## src/rtl/pixel_word_packer.sv

```systemverilog
// Purpose: packs four consecutive 8-bit pixels into one 32-bit word, tags the
//          final word of each frame and counts frames handed off downstream.
// Latency: the word appears one cycle after its 4th pixel is accepted.
// Backpressure: READY_OUT drops only when the 4th pixel is waiting and the
//          output register still holds an un-taken word, and always during clear.
// Ports: clk/rstn (sync active-low) | clear (sync flush, keeps frame_count)
//        pixel_in/VALID_IN/READY_OUT : pixel stream in
//        word_out/last_out/VALID_OUT/READY_IN : packed word stream out
//        frame_count : completed frames handed off (wraps)
module pixel_word_packer #(
  parameter int FRAME_PIXELS = 1024,
  parameter int FCNT_W       = 16
) (
  input  logic              clk,
  input  logic              rstn,
  input  logic              clear,
  input  logic [7:0]        pixel_in,
  input  logic              VALID_IN,
  output logic              READY_OUT,
  output logic [31:0]       word_out,
  output logic              VALID_OUT,
  input  logic              READY_IN,
  output logic              last_out,
  output logic [FCNT_W-1:0] frame_count
);

  localparam int IDX_W = (FRAME_PIXELS > 1) ? $clog2(FRAME_PIXELS) : 1;
  localparam logic [IDX_W-1:0] LAST_IDX = IDX_W'(FRAME_PIXELS - 1);

  logic [1:0]       lane;     // bytes currently held in asm_buf
  logic [23:0]      asm_buf;  // lanes 0..2 of the word being assembled
  logic [IDX_W-1:0] pix_idx;  // index within the frame of the next pixel
  logic             accept;
  logic             handoff;
  logic             idx_last;

  // The 4th pixel bypasses asm_buf and goes straight into the output
  // register, so it can only be taken if that register is free or is being
  // emptied on this same edge.
  assign READY_OUT = !clear && ((lane != 2'd3) || !VALID_OUT || READY_IN);
  assign accept    = VALID_IN && READY_OUT;
  assign handoff   = VALID_OUT && READY_IN;
  assign idx_last  = (pix_idx == LAST_IDX);

  always_ff @(posedge clk) begin
    if (!rstn) begin
      lane        <= 2'd0;
      asm_buf     <= 24'd0;
      pix_idx     <= '0;
      word_out    <= 32'd0;
      VALID_OUT   <= 1'b0;
      last_out    <= 1'b0;
      frame_count <= '0;
    end else if (clear) begin
      // Flush wins over any accept/handoff; the frame counter survives.
      lane      <= 2'd0;
      asm_buf   <= 24'd0;
      pix_idx   <= '0;
      word_out  <= 32'd0;
      VALID_OUT <= 1'b0;
      last_out  <= 1'b0;
    end else begin
      if (handoff) begin
        VALID_OUT <= 1'b0;
        if (last_out) begin
          frame_count <= frame_count + FCNT_W'(1);
        end
      end
      if (accept) begin
        pix_idx <= idx_last ? '0 : pix_idx + IDX_W'(1);
        if (lane == 2'd3) begin
          // A load on the handoff edge overrides the clear of VALID_OUT above.
          word_out  <= {pixel_in, asm_buf};
          VALID_OUT <= 1'b1;
          last_out  <= idx_last;
          lane      <= 2'd0;
        end else begin
          case (lane)
            2'd0:    asm_buf[7:0]   <= pixel_in;
            2'd1:    asm_buf[15:8]  <= pixel_in;
            default: asm_buf[23:16] <= pixel_in;
          endcase
          lane <= lane + 2'd1;
        end
      end
    end
  end

endmodule

```

## config.mk

```make
export PLATFORM = sky130hd
export DESIGN_NAME = pixel_word_packer
export DESIGN_NICKNAME = d
export VERILOG_FILES = /design/src/rtl/pixel_word_packer.sv
export SDC_FILE = /design/constraint.sdc
export NUM_CORES = 1
export LEC_CHECK = 0
export CAP_MARGIN = 20
export CELL_PAD_IN_SITES_DETAIL_PLACEMENT = 1
export CELL_PAD_IN_SITES_GLOBAL_PLACEMENT = 2
export CORE_MARGIN = 5
export CORE_UTILIZATION = 30
export DETAILED_ROUTE_END_ITERATION = 8
export PLACE_DENSITY = 0.82
export SKIP_LAST_GASP = 1
export SLEW_MARGIN = 25
export SYNTH_ARGS = -nofsm -noshare
export SYNTH_HDL_FRONTEND = slang
export SYNTH_SLANG_ARGS = --single-unit
```

## constraint.sdc

```tcl
create_clock -name clk -period 2.15 [get_ports clk]
set_input_delay 0.43 -clock clk [delete_from_list [all_inputs] [get_ports clk]]
set_output_delay 0.43 -clock clk [all_outputs]
set_load 0.01 [all_outputs]
```

==> results.txt, run 1 <==
----------------------------------------------------
[Synth]
  Post-Syn Area per Cell ... between 8 and 9 um^2
  Fraction of post-synthesis cell area in the top cell type by area ... 0.506
  Synth area leader ... sky130_fd_sc_hd__dfxtp_1
  Synthesized Nets ... 426
  Number of synthesized register bits ... 86
  Area of the mapped netlist ... 3400 um^2
  Synthesized netlist cell count ... slightly above 400
  Part of the Yosys area used for sequential elements ... 0.506
  YS warnings ... 0
  Main area contributors after synthesis ... sky130_fd_sc_hd__dfxtp_1 (51%), sky130_fd_sc_hd__nand2_1 (12%), sky130_fd_sc_hd__a21oi_1 (8.1%), sky130_fd_sc_hd__mux2i_1 (3.8%), sky130_fd_sc_hd__xnor2_1 (2.6%)
  Post-synth cell types ... 34

[Final layout]
  Number of antenna cells inserted ... 0
  Fill count ... about 1300
  Most frequent standard cell in the layout excluding fill and tap cells ... sky130_fd_sc_hd__nand2_1
  Final non-filler cell area ... approximately 4600 um^2
  Fraction of final layout cells with drive strength greater than 1 ... 0.0689
  Nets ... slightly below 500
  Area of the multi-input gates ... approximately 1600 um^2
  Storage cell area ... ~1700 um^2
  Syn-to-layout area delta ... 35.7%
  Top library cells by usage in the layout, fill and taps aside ... sky130_fd_sc_hd__nand2_1 (111), sky130_fd_sc_hd__dfxtp_1 (86), sky130_fd_sc_hd__clkdlybuf4s50_1 (61), sky130_fd_sc_hd__a21oi_1 (55), sky130_fd_sc_hd__nor2_1 (17)

[Detailed routing]
  Number of design-rule violations left by the first detailed-router iteration ... 110
  Length of routed met3 wiring ... slightly below 300 um
  Number of design rule violations left after detail routing ... 0
  Highest metal used ... met4
  Number of vias per cell ... 4.73
  Length of the first detailed-routing pass in iterations ... 4
  Count of vias placed by the detailed router ... roughly 2900
  Total detailed-routing wirelength ... approximately 9000 um
  Average wire per cell in the routed design ... roughly 15 um
  Routed length on met2 ... between 4000 and 5000 um
  Metal1 wirelength ... between 4000 and 5000 um
  Remaining number of nets flagged by the antenna check after routing ... 0

[Clocking]
  CTS tree ... done
  Number of clock buffers inserted by TritonCTS ... 9
  Clock tree root buffer cell ... sky130_fd_sc_hd__clkbuf_16
  Clock tree sinks ... 86
  Clock transition at the registers of the reported paths ... approximately 0.06 ns
  Clock Path Buffers ... 2
  Clock insertion delay at the later pin of the skew report ... about 0.33 ns
  H-tree level count ... 3

[Worst setup path]
  End of the worst register-to-register path ... frame_count[10]
  Critical path buffer and inverter count ... 1
  Critical Path Slowest Stage Cell ... sky130_fd_sc_hd__or4_1
  Critical Path RT ... roughly 2.4 ns
  Reg-to-reg setup timing slack ... between 0.2 and 0.25 ns
  Arr. time, crit path ... between 2 and 2.5 ns
  Category of the critical setup timing path ... input pin to flop
  Crit path launch type ... input pin
  Crit path depth ... 5
  Number of cell instances on the worst register-to-register path ... 5
  Crit Path Max Fanout ... 5
  Cells traversed along the worst timing path ... clkdlybuf4s50_1 > nand4b_4 > or4_1 > or3_1 > a21boi_1
  Delay of the slowest cell on the worst path ... 0.64 ns
  Type of element capturing the critical path ... flop
  Reg-to-reg critical path startpoint ... frame_count[0]
  Cell family with most CP delay ... simple AND/OR/NAND/NOR gates

[STA]
  Final sum of negative setup slack ... 0 ns
  Worst Hold Margin ... between 0.4 and 0.5 ns
  Worst slew margin relative to its limit ... 0.747
  Unrepaired setup endpoints after global routing ... false
  Maximum achievable frequency ... approximately 500 MHz
  Number of hold-slack violations in the final timing report ... 0
  Worst Tran Pin Value ... 0.374 ns
  Final cycle utilization of the critical path ... 0.924
  Maximum clock skew at final layout ... 0.00487 ns
  Final count of negative-setup-slack endpoints ... 0
  Pins over their slew limit ... 0
  Period minus WS final ... 1.99 ns

[Placement]
  Sum of net half-perimeters after detailed placement ... approximately 6300 um
  Standard cell area after detailed placement ... between 4000 and 5000 um^2
  RD Place Congestion ... 0.770
  Buffers added on ports ... 63

[Worst hold path]
  Hold path cells ... 2
  Path type of the worst min-delay path ... flop to flop
  End point of the worst hold path ... word_out[6]
  Hold path start ... word_out[6]

[Die]
  Standard cell core area ... approximately 11000 um^2
  Die Wd ... 117 um
  DIE AREA ... between 10000 and 15000 um^2
  Number of rows in the core area ... 38
  Chip height ... between 100 and 150 um
  Count of pins on the block boundary ... 64
  Starting density of the core ... 0.310

[Job]
  Max cap viols ... 0

[Power and ir drop]
  Pwr dens ... about 740 nW/um^2
  Leakage power ... ~1.7 nW
  Largest vdd supply drop ... approximately 0.33 mV

[Global route]
  Overall Global Routing Usage ... 0.138
  Wire length of the first global-routing pass ... 14900 um
  Total gr overflow ... 0
  Maximum number of pins on one net before global-route repair ... just over 60
  Number of global-route vias before repair ... between 3000 and 4000
  Number of antenna violations at the first check in global routing ... 0

[Run status]
  Run status ... completed

----------------------------------------------------
## area by class of cell
cell class / instances / share of cell area
multi-input combinational: 292 / 0.341
clock inverter: 6 / 0.0200
tap: 140 / 0.0379
timing repair buffer: 78 / 0.171
clock buffer: 10 / 0.0517
sequential: 86 / 0.373
inverter: 7 / 0.00569
## Yosys cell counts
library cell and number:
sky130_fd_sc_hd__nand2_1 111, sky130_fd_sc_hd__dfxtp_1 86, sky130_fd_sc_hd__a21oi_1 55, sky130_fd_sc_hd__clkbuf_1 20, sky130_fd_sc_hd__nor2_1 17, sky130_fd_sc_hd__mux2i_1 13, sky130_fd_sc_hd__nand3_1 12, sky130_fd_sc_hd__and2_1 10
sky130_fd_sc_hd__xnor2_1 10, sky130_fd_sc_hd__inv_1 7, sky130_fd_sc_hd__nor3_1 7, sky130_fd_sc_hd__and3_1 6, sky130_fd_sc_hd__ha_1 6, sky130_fd_sc_hd__nand2b_1 6, sky130_fd_sc_hd__xor2_1 5, sky130_fd_sc_hd__nand4_1 4
sky130_fd_sc_hd__o21ai_0 4, sky130_fd_sc_hd__or3_1 4, sky130_fd_sc_hd__nor2b_1 3, sky130_fd_sc_hd__nor3b_1 3, sky130_fd_sc_hd__nor4_1 3, sky130_fd_sc_hd__nand3b_1 2, sky130_fd_sc_hd__nor4b_1 2, sky130_fd_sc_hd__a21boi_0 1
sky130_fd_sc_hd__a21boi_1 1, sky130_fd_sc_hd__and3b_1 1, sky130_fd_sc_hd__buf_1 1, sky130_fd_sc_hd__buf_2 1, sky130_fd_sc_hd__nand4b_1 1, sky130_fd_sc_hd__nand4b_4 1, sky130_fd_sc_hd__o21a_1 1, sky130_fd_sc_hd__o21ai_1 1
sky130_fd_sc_hd__o31ai_1 1, sky130_fd_sc_hd__or4_1 1
## sequential cells by signal, indices dropped and copies added, names as in the netlist
name         flops
VALID_OUT        1
asm_buf         24
frame_count     16
lane             2
last_out         1
pix_idx         10
word_out        32
## routing by layer
metal | global-route usage | vias up
li1 | - | 1481
met1 | 0.174 | 1395
met2 | 0.235 | 37
met3 | 0.0228 | 12
met4 | 0.0588 | 0
met5 | 0 | -
## worst max path at each step
stage / from / endpoint / slack (ns)
after CTS: clear / frame_count[10] / 0.18
after global placement: READY_IN / READY_OUT / -0.09
after detailed placement: READY_IN / frame_count[10] / -0.20
after global routing: frame_count[0] / frame_count[14] / 0.07
after floorplan: frame_count[0] / frame_count[10] / 0.36
final: clear / frame_count[10] / 0.16
## worst register-to-register path, stage by stage, from the launching register on
cell and delay, ns:
sky130_fd_sc_hd__dfxtp_1 0.39, sky130_fd_sc_hd__ha_1 0.19, sky130_fd_sc_hd__nand2_1 0.11, sky130_fd_sc_hd__or4_1 0.62
sky130_fd_sc_hd__or3_1 0.40, sky130_fd_sc_hd__a21boi_1 0.15
## per-stage QoR
stage | instances | util | total power [mW] | setup WS, ns
6_report | 619 | 0.421 | 3.43 | 0.163
5_1_grt | 619 | 0.421 | 3.56 | 0.0746
4_1_cts | 619 | 0.421 | 3.48 | 0.180
3_5_place_dp | 603 | 0.391 | 1.75 | -0.203
3_3_place_gp | 603 | 0.391 | 1.75 | -0.0886
2_1_floorplan | 407 | - | 1.69 | 0.360
## logic make-up (layout without fill, tap and decap cells)
kind of cell,after synthesis,in the layout,synth area share
XOR/XNOR,15,15,0.0386
flip-flops,86,86,0.506
AND/OR/NAND/NOR,194,194,0.266
adder cells (fa/ha/maj),6,6,0.0221
multiplexers,13,13,0.0382
buffers and inverters,29,101,0.0324
AO/OA/AOI/OAI,64,64,0.0971
## timing repair
item | CTS | global route
resized for setup | 2 | 0
setup endpoints to repair | 1 | 0
setup buffers | 0 | 0
hold buffers | 0 | 0
## where the power goes
group | switching, mW | internal, mW | total, mW | leakage [nW]
sequential | 0.00369 | 1.60 | 1.60 | 0.693
combinational | 0.0668 | 0.0454 | 0.112 | 0.807
clock | 0.658 | 1.06 | 1.72 | 0.161
total | 0.729 | 2.70 | 3.43 | 1.66
Note: power is estimated with default switching activity, not from simulation.
==> inputs of run 2 (changes only) <==
Settings changed: CELL_PAD_IN_SITES_GLOBAL_PLACEMENT 2 to 1, CORE_UTILIZATION 30 to 38, PLACE_DENSITY 0.82 to 0.83.
==> run 2 against run 1 <==
Effect of this change: wire length up 1.1%; first-iteration DRC count decreased by 35%; clock power decreased by 32%; critical endpoint is now READY_OUT; register-to-register slack about the same; non-clock buffer count unchanged; worst setup slack gained 0.060 ns; via count increased by 1.6%; highest routed layer unchanged; global-route usage up 2.5 points; largest power group is now registers; clock-buffer cell count shrank 1; flip-flop and latch count is the same; worst hold slack better by 0.0061 ns; sequential share of layout area is 1.4 points higher.
==> results.txt, run 2 (synthesis gave the netlist of run 1 again) <==
----------------------------------------------------
[Run status]
  Run status ... completed

[Power and ir drop]
  Clk network pwr share ... 0.407 (-0.094)
  Net Sw Frac ... 0.240 (+0.0277)
  Pwr dens ... 649 nW/um^2 (-13%)
  Net load switching power ... 0.693 mW (-4.9%)
  Part of the total power dissipated in combinational logic ... 0.039 (+0.006)
  Sequential share of power ... 0.554 (+0.087)
  Leakage power ... 1.60 nW (-3.4%)
  Total power draw ... 2.89 mW (-16%)
  Largest vdd supply drop ... 0.256 mV (-21%)
  Pint ... 2.19 mW (-19%)

[Worst hold path]
  Hold path cells ... 2 (unchanged)
  Path type of the worst min-delay path ... flop to flop
  Hold path start ... word_out[0]
  End point of the worst hold path ... word_out[0]

[Final layout]
  Fill count ... 1031 (-20%)
  Most frequent standard cell in the layout excluding fill and tap cells ... sky130_fd_sc_hd__nand2_1
  Fraction of final layout cells with drive strength greater than 1 ... 0.0689 (unchanged)
  Syn-to-layout area delta ... 30.8%
  Flip-flop count of the largest register after layout ... 32 (unchanged)
  Number of antenna cells inserted ... 0 (unchanged)
  Top library cells by usage in the layout, fill and taps aside ... sky130_fd_sc_hd__nand2_1 (111), sky130_fd_sc_hd__dfxtp_1 (86), sky130_fd_sc_hd__clkdlybuf4s50_1 (61), sky130_fd_sc_hd__a21oi_1 (55), sky130_fd_sc_hd__nor2_1 (17)
  Biggest regs ... word_out (32), asm_buf (24), frame_count (16)
  Top register by number of flip-flops ... word_out
  Nets ... 493 (unchanged)

[Worst setup path]
  Critical Path RT ... 1.72 ns (-0.70 ns)
  Reg-to-reg critical path startpoint ... frame_count[0]
  End of the worst register-to-register path ... frame_count[10]
  Category of the critical setup timing path ... flop to output port
  Type of element capturing the critical path ... output port
  Arr. time, crit path ... 1.50 ns (-0.75 ns)
  Reg-to-reg setup timing slack ... 0.24 ns (about the same)
  Crit path launch type ... flop
  Number of cell instances on the worst register-to-register path ... 5 (unchanged)
  Crit Path Max Fanout ... 4 (-1)

[Detailed routing]
  Length of the first detailed-routing pass in iterations ... 4 (unchanged)
  Count of vias placed by the detailed router ... 2972 (+1.6%)
  Number of vias per cell ... 5.06 (+7.1%)
  Total detailed-routing wirelength ... 9080 um (+1.1%)
  Number of design rule violations left after detail routing ... 0 (unchanged)
  Remaining number of nets flagged by the antenna check after routing ... 0 (unchanged)
  Average wire per cell in the routed design ... 15.5 um (+6.6%)
  Number of design-rule violations left by the first detailed-router iteration ... 71 (-35%)

[STA]
  Maximum achievable frequency ... 519 MHz (+3.1%)
  Final sum of negative setup slack ... 0 ns (unchanged)
  Period minus WS final ... 1.93 ns (-0.0596 ns)
  Post-route setup slack ... 0.223 ns (+0.0596 ns)
  Worst slew margin relative to its limit ... 0.717 (-0.0299)
  Pins over their slew limit ... 0 (unchanged)
  Worst Tran Pin Value ... 0.420 ns (+0.0462 ns)
  Unrepaired setup endpoints after global routing ... false
  Final count of negative-setup-slack endpoints ... 0 (unchanged)
  Number of hold-slack violations in the final timing report ... 0 (unchanged)
  Final cycle utilization of the critical path ... 0.896 (-0.0277)
  Maximum clock skew at final layout ... 0.00909 ns (+0.00422 ns)

[Placement]
  RD Place Congestion ... 0.762 (-1.1%)
  Worst-case setup slack after placement ... -0.218 ns (-0.0150 ns)
  Buffers added on ports ... 63 (unchanged)
  Sum of net half-perimeters after detailed placement ... 6480 um (+2.0%)

[Job]
  Max cap viols ... 0 (unchanged)

[Global route]
  Number of global-route vias before repair ... 3074 (+1.4%)
  Number of antenna violations at the first check in global routing ... 0 (unchanged)
  Overall Global Routing Usage ... 0.164 (+0.0252)
  Total gr overflow ... 0 (unchanged)
  Wire length of the first global-routing pass ... 14900 um (about the same)
  Maximum number of pins on one net before global-route repair ... 61 (unchanged)

[Clocking]
  Clock tree root buffer cell ... sky130_fd_sc_hd__clkbuf_8
  Clock Path Buffers ... 2 (unchanged)
  CTS tree ... done
  H-tree level count ... 3 (unchanged)
  Post-cts hold buffer count ... 0 (unchanged)
  Count of buffers added by post-CTS timing repair for setup ... 0 (unchanged)
  Clock tree sinks ... 86 (unchanged)
  Number of clock buffers inserted by TritonCTS ... 9 (unchanged)
  Clock insertion delay at the later pin of the skew report ... 0.35 ns (+0.02 ns)
  Clock transition at the registers of the reported paths ... 0.09 ns (+0.03 ns)

[Die]
  Starting density of the core ... 0.390 (+0.0804)
  Die Wd ... 105 um (-10%)
  Chip height ... 105 um (-10%)
  Count of pins on the block boundary ... 64 (unchanged)
  DIE AREA ... 10900 um^2 (-19%)
  Standard cell core area ... 8720 um^2 (-21%)
  Number of rows in the core area ... 34 (-11%)

----------------------------------------------------
## run 2: changes by cell type in the layout (fill, tap and decap cells not counted), sizes merged
cell	before	now
clkinv	1	3
clkbuf	10	9
clkinvlp	1	0
inv	9	10
bufinv	2	1
## run 2: critical path: stages, from the launching register on
cell and delay (ns):
sky130_fd_sc_hd__dfxtp_1 0.35, sky130_fd_sc_hd__ha_1 0.24, sky130_fd_sc_hd__and3b_1 0.19, sky130_fd_sc_hd__nor2_1 0.09, sky130_fd_sc_hd__dlygate4sd2_1 0.27
## run 2: how the worst max path moves through the flow
stage	start	to	slack, ns	cells past startpoint
global route	lane[0]	READY_OUT	0.14	4
floorplan	frame_count[0]	frame_count[10]	0.36	6
finish	lane[0]	READY_OUT	0.22	4
CTS	lane[1]	READY_OUT	0.21	4
detailed placement	READY_IN	frame_count[10]	-0.22	5
global placement	READY_IN	READY_OUT	-0.1	4
## run 2: metrics by stage
step / cells / cell area [um^2] / hold WS (ns) / util
2_1_floorplan: 407 / 3400 / 0.432 / -
3_3_place_gp: 571 / 4250 / 0.442 / 0.487
3_5_place_dp: 571 / 4250 / 0.452 / 0.487
4_1_cts: 587 / 4450 / 0.465 / 0.510
5_1_grt: 587 / 4450 / 0.482 / 0.510
6_report: 587 / 4450 / 0.461 / 0.510
## run 2: power by group through the flow
| stage | clock network [mW] | registers, mW | logic, mW |
|---|---|---|---|
| global placement | 0 | 1.64 | 0.111 |
| CTS | 1.20 | 1.60 | 0.113 |
| global route | 1.27 | 1.60 | 0.121 |
| finish | 1.17 | 1.60 | 0.113 |
| detailed placement | 0 | 1.64 | 0.113 |
| floorplan | 0 | 1.64 | 0.0499 |
## run 2: layer usage
metal | global-route usage | vias up | wire (um)
met4 | 0.0584 | 0 | 127
li1 | - | 1482 | -
met2 | 0.293 | 34 | 4690
met1 | 0.194 | 1445 | 4050
met5 | 0 | - | 0
met3 | 0.0314 | 11 | 208
## run 2: cell type report
| class | count | area [um^2] | share of cell area |
|---|---|---|---|
| multi-input cells | 292 | 1570 | 0.354 |
| flip-flops and latches | 86 | 1720 | 0.387 |
| repair buffers | 78 | 791 | 0.178 |
| clock buffers | 9 | 124 | 0.0278 |
| inverters | 7 | 26.3 | 0.00590 |
| clock inverters | 7 | 78.8 | 0.0177 |
| well taps | 108 | 135 | 0.0304 |
## run 2: repair_timing
action	in CTS	in global routing
endpoints found under the hold margin	0	0
resized for setup	2	0
setup endpoints to repair	1	0
==> inputs of run 3 (changes only) <==
Settings changed: CORE_UTILIZATION 38 to 34, PLACE_DENSITY 0.83 to 0.78.
Clock period 2.15 ns to 1.6 ns, I/O delays scaled along.
==> run 3 against run 2 <==
Effect of this change: the flow now finishes with violations (setup timing); sequential share of layout area fell by 2.8 points; die area rose by 11%; clock power rose by 31%; largest power group unchanged; clock skew rose by 0.00084 ns; total power rose by 33%; highest routed layer unchanged; utilization fell by 1.4 points; wire length rose by 7.1%; flip-flop and latch count did not move.
==> results.txt, run 3 (synthesis gave the netlist of run 1 again) <==
----------------------------------------------------
[Run status]
  Run status ... finished, violations left
  Failing checks ... setup timing

[STA]
  Number of hold-slack violations in the final timing report ... 0 (unchanged)
  Final count of negative-setup-slack endpoints ... 1 (+1)
  Worst Tran Pin Value ... 0.297 ns (-0.123 ns)
  Period minus WS final ... about 1.6 ns
  Maximum achievable frequency ... just over 600 MHz
  Worst slew margin relative to its limit ... 0.800 (+0.0827)
  Final cycle utilization of the critical path ... 1.02
  Unrepaired setup endpoints after global routing ... true
  Pins over their slew limit ... 0 (unchanged)
  Post-route setup slack ... -0.0314 ns (-0.254 ns)
  Maximum clock skew at final layout ... 0.00993 ns (+0.000839 ns)

[Worst hold path]
  Path type of the worst min-delay path ... flop to flop
  Hold path start ... asm_buf[19]

[Power and ir drop]
  Total power draw ... 3.84 mW (+33%)
  Clk network pwr share ... 0.397 (-0.010)
  Pint ... 2.94 mW (+34%)
  Part of the total power dissipated in combinational logic ... 0.044 (+0.005)
  Net load switching power ... 0.903 mW (+30%)
  Net Sw Frac ... 0.235 (-0.00494)
  Sequential share of power ... 0.559 (+0.005)
  Largest vdd supply drop ... 0.323 mV (+26%)
  Pwr dens ... 792 nW/um^2 (+22%)
  Leakage power ... 2.25 nW (+40%)

[Global route]
  Maximum number of pins on one net before global-route repair ... 61 (unchanged)
  Total gr overflow ... 0 (unchanged)
  Wire length of the first global-routing pass ... 15500 um (+4.2%)
  Number of antenna violations at the first check in global routing ... 0 (unchanged)
  Overall Global Routing Usage ... 0.162 (-0.00201)
  Number of global-route vias before repair ... 3128 (+1.8%)

[Worst setup path]
  Crit path launch type ... flop
  Type of element capturing the critical path ... flop
  Reg-to-reg critical path startpoint ... frame_count[1]
  Arr. time, crit path ... 1.92 ns (+0.42 ns)
  Category of the critical setup timing path ... flop to flop
  Crit Path Max Fanout ... 5 (+1)
  Critical Path Start ... frame_count[1]
  Critical Path RT ... 1.89 ns (+0.17 ns)

[Die]
  Starting density of the core ... 0.348 (-0.0421)
  Number of rows in the core area ... 36 (+5.9%)
  Die Wd ... 110 um (+5.2%)
  Chip height ... 110 um (+5.2%)
  Standard cell core area ... 9770 um^2 (+12%)
  Count of pins on the block boundary ... 64 (unchanged)
  DIE AREA ... 12100 um^2 (+11%)

[Final layout]
  Biggest regs ... word_out (32), asm_buf (24), frame_count (16)
  Fraction of final layout cells with drive strength greater than 1 ... 0.183 (+0.114)
  Syn-to-layout area delta ... 42.5%
  Top register by number of flip-flops ... word_out
  Number of antenna cells inserted ... 0 (unchanged)
  Flip-flop count of the largest register after layout ... 32 (unchanged)
  Final non-filler cell area ... 4850 um^2 (+9.0%)
  Top library cells by usage in the layout, fill and taps aside ... sky130_fd_sc_hd__nand2_1 (108), sky130_fd_sc_hd__dfxtp_1 (75), sky130_fd_sc_hd__a21oi_1 (54), sky130_fd_sc_hd__buf_4 (34), sky130_fd_sc_hd__dlymetal6s2s_1 (23)
  Most frequent standard cell in the layout excluding fill and tap cells ... sky130_fd_sc_hd__nand2_1
  Nets ... 519 (+5.3%)

[Clocking]
  CTS tree ... done
  H-tree level count ... 3 (unchanged)
  Clock tree sinks ... 86 (unchanged)
  Post-cts hold buffer count ... 0 (unchanged)
  Clock tree root buffer cell ... sky130_fd_sc_hd__clkbuf_8
  Clock transition at the registers of the reported paths ... 0.09 ns (about the same)
  Clock Path Buffers ... 2 (unchanged)
  Clock insertion delay at the later pin of the skew report ... 0.36 ns (about the same)
  Number of clock buffers inserted by TritonCTS ... 9 (unchanged)

[Detailed routing]
  Count of vias placed by the detailed router ... 3073 (+3.4%)
  Length of the first detailed-routing pass in iterations ... 4 (unchanged)
  Number of design-rule violations left by the first detailed-router iteration ... 75 (+5.6%)
  Remaining number of nets flagged by the antenna check after routing ... 0 (unchanged)
  Average wire per cell in the routed design ... 15.3 um (-1.3%)
  Total detailed-routing wirelength ... 9730 um (+7.1%)
  Number of vias per cell ... 4.82 (-4.7%)
  Number of design rule violations left after detail routing ... 0 (unchanged)

[Placement]
  Buffers added on ports ... 63 (unchanged)
  RD Place Congestion ... 0.794 (+4.2%)
  Standard cell area after detailed placement ... 4430 um^2 (+4.3%)
  Sum of net half-perimeters after detailed placement ... 6550 um (+1.1%)

[Job]
  Max cap viols ... 0 (unchanged)

----------------------------------------------------
-- run 3: cell count changes in the layout (fill, tap and decap cells not counted), moves of 9 or more --
cell | previous run | this run
sky130_fd_sc_hd__clkdlybuf4s50_1 | 61 | 19
sky130_fd_sc_hd__buf_4 | 11 | 34
sky130_fd_sc_hd__dlygate4sd2_1 | 2 | 20
sky130_fd_sc_hd__dlymetal6s2s_1 | 0 | 23
sky130_fd_sc_hd__dfxtp_2 | 0 | 9
sky130_fd_sc_hd__dfxtp_1 | 86 | 75
-- run 3: power groups by stage --
stage	combinational (mW)	clock [mW]	sequential [mW]
after floorplan	0.0670	0	2.20
after global placement	0.157	0	2.20
after detailed placement	0.159	0	2.20
after CTS	0.164	1.57	2.15
after global routing	0.183	1.66	2.15
final	0.169	1.53	2.15
-- run 3: cell type report --
| class | count | area, um^2 |
|---|---|---|
| fill | 1161 | 4920 |
| sequential | 86 | 1740 |
| multi-input combinational | 292 | 1690 |
| timing repair buffer | 104 | 1030 |
| inverter | 7 | 26.3 |
| clock inverter | 6 | 70.1 |
| clock buffer | 9 | 124 |
| tap | 133 | 166 |
-- run 3: timing repair --
action                                 4_1_cts  5_1_grt
cloned                                       0        1
setup endpoints to repair                   92       96
pin swaps                                    7        3
endpoints found under the hold margin        0        0
resized for setup                           42       38
setup buffers                                6        1
-- run 3: worst max-delay path, stage by stage (launching register included) --
cell and delay [ns]:
sky130_fd_sc_hd__dfxtp_4 0.36, sky130_fd_sc_hd__ha_4 0.14, sky130_fd_sc_hd__nand2_4 0.05, sky130_fd_sc_hd__or4_4 0.54, sky130_fd_sc_hd__or3_4 0.35, sky130_fd_sc_hd__a21boi_2 0.12
-- run 3: through the flow --
stage | setup TNS, ns | hold WS [ns] | setup slack [ns] | util | std cells
finish | -0.0314 | 0.452 | -0.0314 | 0.496 | 637
global route | -0.220 | 0.482 | -0.0640 | 0.496 | 637
CTS | -0.158 | 0.453 | -0.102 | 0.482 | 635
detailed placement | -24.63 | 0.448 | -0.574 | 0.454 | 614
global placement | -23.09 | 0.441 | -0.531 | 0.454 | 614
floorplan | -0.0335 | 0.432 | -0.0228 | - | 407
-- run 3: worst paths after layout --
path	cells past startpoint	slack, ns	endpoint
max reg2reg	5	-0.03	frame_count[10]
max	5	-0.03	frame_count[10]
min	2	0.45	word_out[19]
min reg2reg	2	0.45	word_out[19]
-- run 3: layer usage --
layer | part of all wire | vias up | track usage
li1 | - | 1531 | -
met1 | 0.43 | 1487 | 0.193
met2 | 0.53 | 41 | 0.289
met3 | 0.026 | 14 | 0.0227
met4 | 0.018 | 0 | 0.0659
met5 | 0 | - | 0
